**config.mk**
```make
export PLATFORM = sky130hd
export DESIGN_NAME = garage_door_ctrl_p
export DESIGN_NICKNAME = d
export VERILOG_FILES = /design/src/rtl/garage_door_pkg.sv /design/src/rtl/door_travel_timer.sv /design/src/rtl/garage_door_ctrl_p.sv
export SDC_FILE = /design/constraint.sdc
export NUM_CORES = 1
export LEC_CHECK = 0
export BUFFER_PORTS_ARGS = -buffer_cell sky130_fd_sc_hd__buf_2
export CORE_AREA = 5 5 76 64
export DETAILED_ROUTE_END_ITERATION = 10
export DIE_AREA = 0 0 81 69
export HOLD_SLACK_MARGIN = 0.03
export SYNTH_ARGS = -nofsm -noshare
export SYNTH_HDL_FRONTEND = slang
export SYNTH_SLANG_ARGS = --single-unit
```
**constraint.sdc**
```tcl
create_clock -name clk -period 4.49 [get_ports clk]
set_input_delay 0.898 -clock clk [delete_from_list [all_inputs] [get_ports clk]]
set_output_delay 0.898 -clock clk [all_outputs]
set_load 0.005 [all_outputs]
```
**src/rtl/garage_door_pkg.sv**
```systemverilog
// Shared types and helpers for the garage door controller.
package garage_door_pkg;

    typedef enum logic [2:0] {
        ST_CLOSED   = 3'd0,
        ST_OPENING  = 3'd1,
        ST_OPEN     = 3'd2,
        ST_CLOSING  = 3'd3,
        ST_STOPPED  = 3'd4,
        ST_FAULT    = 3'd5
    } door_state_e;

    typedef enum logic {
        DIR_DOWN = 1'b0,
        DIR_UP   = 1'b1
    } door_dir_e;

    // ceil(log2(max(a,b)+1)), never less than 1
    function automatic int unsigned cnt_width(input int unsigned a, input int unsigned b);
        int unsigned m;
        int unsigned w;
        m = (a > b) ? a : b;
        w = 1;
        while ((32'd1 << w) < (m + 32'd1)) begin
            w = w + 1;
        end
        return w;
    endfunction

endpackage

```
**src/rtl/door_travel_timer.sv**
```systemverilog
// Per-state cycle counter with clear, enable, hold and saturation; flags terminal count.
module door_travel_timer #(
    parameter int unsigned CNT_W = 10
) (
    input  logic             clk,
    input  logic             rst,
    input  logic             clr,
    input  logic             en,
    input  logic             hold,
    input  logic [CNT_W-1:0] limit,
    output logic             tc
);

    localparam logic [CNT_W-1:0] CNT_MAX = '1;

    logic [CNT_W-1:0] cnt;

    always_ff @(posedge clk) begin
        if (rst || clr) begin
            cnt <= '0;
        end else if (en && !hold && (cnt != CNT_MAX)) begin
            cnt <= cnt + CNT_W'(1);
        end
    end

    assign tc = (cnt == limit);

endmodule

```
**src/rtl/garage_door_ctrl_p.sv**
```systemverilog
// Garage door controller: edge-triggered Activate, pause/reverse, travel timeout,
// optional auto-close and obstruction reversal.
module garage_door_ctrl_p
    import garage_door_pkg::*;
#(
    parameter int unsigned TIMEOUT_CYC    = 1000,
    parameter int unsigned AUTO_CLOSE_CYC = 0,
    parameter int unsigned PAUSE_MODE     = 1
) (
    input  logic       clk,
    input  logic       rst,
    input  logic       Activate,
    input  logic       UP_Max,
    input  logic       DN_Max,
    input  logic       Obstruct,
    input  logic       Fault_Clr,
    output logic       UP_M,
    output logic       DN_M,
    output logic       Fault,
    output logic [2:0] State
);

    localparam int unsigned      CNT_W      = cnt_width(TIMEOUT_CYC, AUTO_CLOSE_CYC);
    localparam logic [CNT_W-1:0] TRAVEL_LIM = CNT_W'(TIMEOUT_CYC - 32'd1);
    localparam logic [CNT_W-1:0] IDLE_LIM   =
        CNT_W'((AUTO_CLOSE_CYC == 32'd0) ? 32'd0 : AUTO_CLOSE_CYC - 32'd1);
    localparam bit AUTO_EN = (AUTO_CLOSE_CYC != 32'd0);
    localparam bit PAUSE   = (PAUSE_MODE != 32'd0);

    door_state_e      state;
    door_state_e      state_nxt;
    door_dir_e        last_dir;
    logic             act_d;
    logic             act_pulse;
    logic             tc;
    logic             timer_clr;
    logic             timer_en;
    logic             timer_hold;
    logic [CNT_W-1:0] timer_lim;

    assign act_pulse = Activate & ~act_d;

    // Counter restarts on every state change; in OPEN it measures idle time.
    assign timer_clr  = (state_nxt != state);
    assign timer_en   = (state == ST_OPENING) || (state == ST_CLOSING) || (state == ST_OPEN);
    assign timer_hold = (state == ST_OPEN) && Obstruct;
    assign timer_lim  = (state == ST_OPEN) ? IDLE_LIM : TRAVEL_LIM;

    door_travel_timer #(
        .CNT_W (CNT_W)
    ) u_timer (
        .clk   (clk),
        .rst   (rst),
        .clr   (timer_clr),
        .en    (timer_en),
        .hold  (timer_hold),
        .limit (timer_lim),
        .tc    (tc)
    );

    // Next-state decode; a limit-switch conflict overrides everything but FAULT.
    always_comb begin
        state_nxt = state;
        if ((state != ST_FAULT) && UP_Max && DN_Max) begin
            state_nxt = ST_FAULT;
        end else begin
            case (state)
                ST_STOPPED: begin
                    if (DN_Max)         state_nxt = ST_CLOSED;
                    else if (UP_Max)    state_nxt = ST_OPEN;
                    else if (act_pulse) state_nxt = (last_dir == DIR_DOWN) ? ST_OPENING : ST_CLOSING;
                end
                ST_CLOSED: begin
                    if (act_pulse) state_nxt = ST_OPENING;
                end
                ST_OPENING: begin
                    if (UP_Max)         state_nxt = ST_OPEN;
                    else if (tc)        state_nxt = ST_FAULT;
                    else if (act_pulse) state_nxt = PAUSE ? ST_STOPPED : ST_CLOSING;
                end
                ST_OPEN: begin
                    if (act_pulse)                        state_nxt = ST_CLOSING;
                    else if (AUTO_EN && tc && !Obstruct)  state_nxt = ST_CLOSING;
                end
                ST_CLOSING: begin
                    if (Obstruct)       state_nxt = ST_OPENING;
                    else if (DN_Max)    state_nxt = ST_CLOSED;
                    else if (tc)        state_nxt = ST_FAULT;
                    else if (act_pulse) state_nxt = PAUSE ? ST_STOPPED : ST_OPENING;
                end
                ST_FAULT: begin
                    if (Fault_Clr) state_nxt = ST_STOPPED;
                end
                default: state_nxt = ST_FAULT;
            endcase
        end
    end

    // State, direction memory and motor/fault outputs decoded from the next state.
    always_ff @(posedge clk) begin
        if (rst) begin
            state    <= ST_STOPPED;
            last_dir <= DIR_DOWN;
            act_d    <= 1'b1;
            UP_M     <= 1'b0;
            DN_M     <= 1'b0;
            Fault    <= 1'b0;
        end else begin
            state <= state_nxt;
            act_d <= Activate;
            UP_M  <= (state_nxt == ST_OPENING);
            DN_M  <= (state_nxt == ST_CLOSING);
            Fault <= (state_nxt == ST_FAULT);
            if (state_nxt == ST_OPENING) begin
                last_dir <= DIR_UP;
            end else if (state_nxt == ST_CLOSING) begin
                last_dir <= DIR_DOWN;
            end
        end
    end

    assign State = state;

endmodule

```
==> impl_metrics.ini <==
[critical_path]
critical_path.max_fanout = 11
crit_path_max_incr_delay_ps = 520
rr_worst_depth = 6
cp_common_cell = and3b_1
r2r-end = last_dir$_SDFFE_PP0P_
worst_ep_arrival_time_ps = 2590
crit_start = DN_Max
cp_num_cells = 7
critPathBufInv = 1
critPathCapture = last_dir$_SDFFE_PP0P_
crit_type = input pin to flip-flop
r2r_slack_ps = 2140
slowest_stage = or4_4
r2r_start = State[2]$_SDFF_PP1_
crit_family = simple AND/OR/NAND/NOR gates
crit_required_ps = 4640
endpoint_kind = flip-flop
cp_cell_sequence = buf_2, and3b_1, nor4_1, or4_4, a21oi_2, and3b_1, o221a_1
cp-start-kind = input pin

[cts]
clockBufferDepth = 2
cts-resized-gates = 0
cts_setup_buffers = 0
htreeDepth = 1
clock_latency_ps = 260
clk_transition_reported_paths_ps = 70
cts_tree = yes
cts_root_buffer = clkbuf_8
numCtsBuffers = 3
holdBufCountCts = 0
clkSinkCount = 18

[floorplanning]
core_sq_mm = 0.004046
initial_core_util = 0.2879
die_w_um = 81
io_pins = 13
dieArea_sq_mm = 0.005589
die_h_um = 69
row_count = 21

[place]
port_buffers = 12
post-dp-hpwl_um = 1888
gp_congestion = 0.8334

[global_route]
grt_use_total = 0.09745
grt_pass1_wl_um = 4381
grt_max_degree = 20
grt-ovfl-total = 0
antenna_found_initial = 0
grt_pass1_vias = 953

[job]
drv_cap = 0

[route]
ant_nets = 0
routed_wirelength_um = 2635
vias = 1081
drtIter0Drc = 128
drt_first_pass_iters = 4
drc = 0
via_per_inst = 5.099
wl_per_cell_um = 12.43

[sta]
fin_setup_tns_ps = 0
fin_crit_sh = 0.5431
rsz0062_at_grt = no
max_freq_mhz = 410.1
fin_skew_ps = 9.093
setup_viol = 0
final_hold_viol_count = 0
fin_crit_ps = 2438
max_slew_margin = 0.5598
worst_pin_slew_ps = 659.3
report.final.slew_viol_count = 0

[min_path]
hold_depth = 2
holdCritPathClass = flip-flop to flip-flop

[run_status]
outcome = finished, final reports clean

[final_layout]
fin_nets = 165
diodes = 0
seqCellArea_sq_um = 360.3
drive_above_1_share = 0.1484
syn2layout_area_growth_pct = 9.989
multi_input_area_sq_um = 733.2
fin_util = 0.3166
fill_cells = 448

[pwr]
ir_worst_vdd_mv = 0.09565
leakage_nw = 0.4768
p_per_area_mw_per_mm2 = 284.7

[yosys]
postSynthNetCount = 155
yosysTopAreaCellShare = 0.3093
syn-cell-area_sq_mm = 0.001165
synth-seq-cells = 18
synth.distinct_cells = 47
ys.flop_type = dfxtp_1
synth_edf_count = 0
async_flop_share = 0
synthTopCellsByArea = dfxtp_1 (31%), nor2_1 (6.4%), nand2_1 (4.8%)
postSynthAreaPerCell_sq_um = 7.924
yosys_warnings = 0
yosysTopAreaCell = dfxtp_1
synth_cells = 147
yosysSeqAreaShare = 0.3093
==> how the worst min path moves through the flow <==
stage	from	to	slack, ps
floorplan	last_dir$_SDFFE_PP0P_	last_dir$_SDFFE_PP0P_	510
global route	u_timer.cnt[4]$_SDFFE_PP0P_	u_timer.cnt[4]$_SDFFE_PP0P_	590
detailed placement	last_dir$_SDFFE_PP0P_	last_dir$_SDFFE_PP0P_	550
global placement	u_timer.cnt[4]$_SDFFE_PP0P_	u_timer.cnt[4]$_SDFFE_PP0P_	550
CTS	u_timer.cnt[4]$_SDFFE_PP0P_	u_timer.cnt[4]$_SDFFE_PP0P_	560
finish	u_timer.cnt[4]$_SDFFE_PP0P_	u_timer.cnt[4]$_SDFFE_PP0P_	560
==> Yosys cell counts (2+ instances only) <==
cell type	number
nand3_1	6
and2b_1	2
nor2_1	20
o21ai_0	2
or3b_1	2
nor4_1	7
inv_1	4
buf_4	4
buf_6	2
nand4_1	6
nor3_1	5
mux2i_1	4
o22ai_1	2
o31ai_1	2
a31oi_1	2
xor2_1	5
xnor2_1	2
and3b_1	2
dfxtp_1	18
nand2_1	15
and3_1	2
a21oi_1	7
and4_1	2
==> registers in the layout, summed over array words and instances, names as in the netlist <==
signal / cells
DN_M: 1
Fault: 1
State: 3
UP_M: 1
act_d: 1
last_dir: 1
u_timer.cnt: 10
==> power breakdown <==
| group | internal [mW] | switching, mW | total, mW |
|---|---|---|---|
| clock | 0.0596 | 0.0537 | 0.113 |
| combinational | 0.0319 | 0.0391 | 0.0710 |
| sequential | 0.167 | 0.0139 | 0.180 |
==> cells by family after synthesis <==
family                     after synthesis  share of synthesized area
buffers and inverters                   11                    0.06122
muxes                                    4                    0.03437
adders and majority gates                1                    0.01074
AOI/OAI and AO/OA                       28                     0.1697
and+or+nand+nor                         78                     0.3620
DFF                                     18                     0.3093
xor gates and xnor gates                 7                    0.05263
==> tightest hold or removal path: cells and delay by family, from the launching register on <==
kind / cells / cell delay, ps
DFF: 1 / 330
muxes: 1 / 130
and+or+nand+nor: 1 / 60
==> final cells by class <==
class	instances	area share
multi-input combinational	118	0.5723
sequential	18	0.2813
tap	57	0.05566
timing repair buffer	12	0.04687
clock buffer	3	0.03223
inverter	4	0.01172
==> per-layer routing <==
| metal | global-route usage | vias to the layer above | wire (um) |
|---|---|---|---|
| met3 | 0.02865 | 5 | 236 |
| met5 | 0 | - | 0 |
| met4 | 0.03940 | 0 | 46 |
| li1 | - | 558 | - |
| met2 | 0.1267 | 43 | 986 |
| met1 | 0.1459 | 475 | 1367 |
==> through the flow <==
step / setup WS, ps / hold slack [ps] / power, mW / std cells / area (sq um)
finish: 2052 / 560.7 / 0.3648 / 212 / 1281
global route: 1885 / 592.8 / 0.3826 / 212 / 1281
CTS: 2076 / 563.9 / 0.3663 / 212 / 1281
detailed placement: 1809 / 553.3 / 0.2542 / 209 / 1240
global placement: 1772 / 547.0 / 0.2557 / 209 / 1240
floorplan: 2091 / 512.2 / 0.2399 / 147 / 1165
==> cell usage in the layout, fill, tap and decap left out, types with 2 or more instances in the layout <==
cell type	netlist	routed
or3b_1	2	2
nor2_1	20	20
mux2i_1	4	4
inv_1	4	4
and3b_1	2	2
nor4_1	7	7
nand2_1	15	15
nor3_1	5	5
o22ai_1	2	2
and3_1	2	2
a31oi_1	2	2
nand4_1	6	6
xor2_1	5	5
clkbuf_8	0	3
nand3_1	6	6
o21ai_0	2	2
a21oi_1	7	7
o31ai_1	2	2
xnor2_1	2	2
buf_2	0	12
and2b_1	2	2
and4_1	2	2
dfxtp_1	18	18
Note: power is estimated with default switching activity, not from simulation.
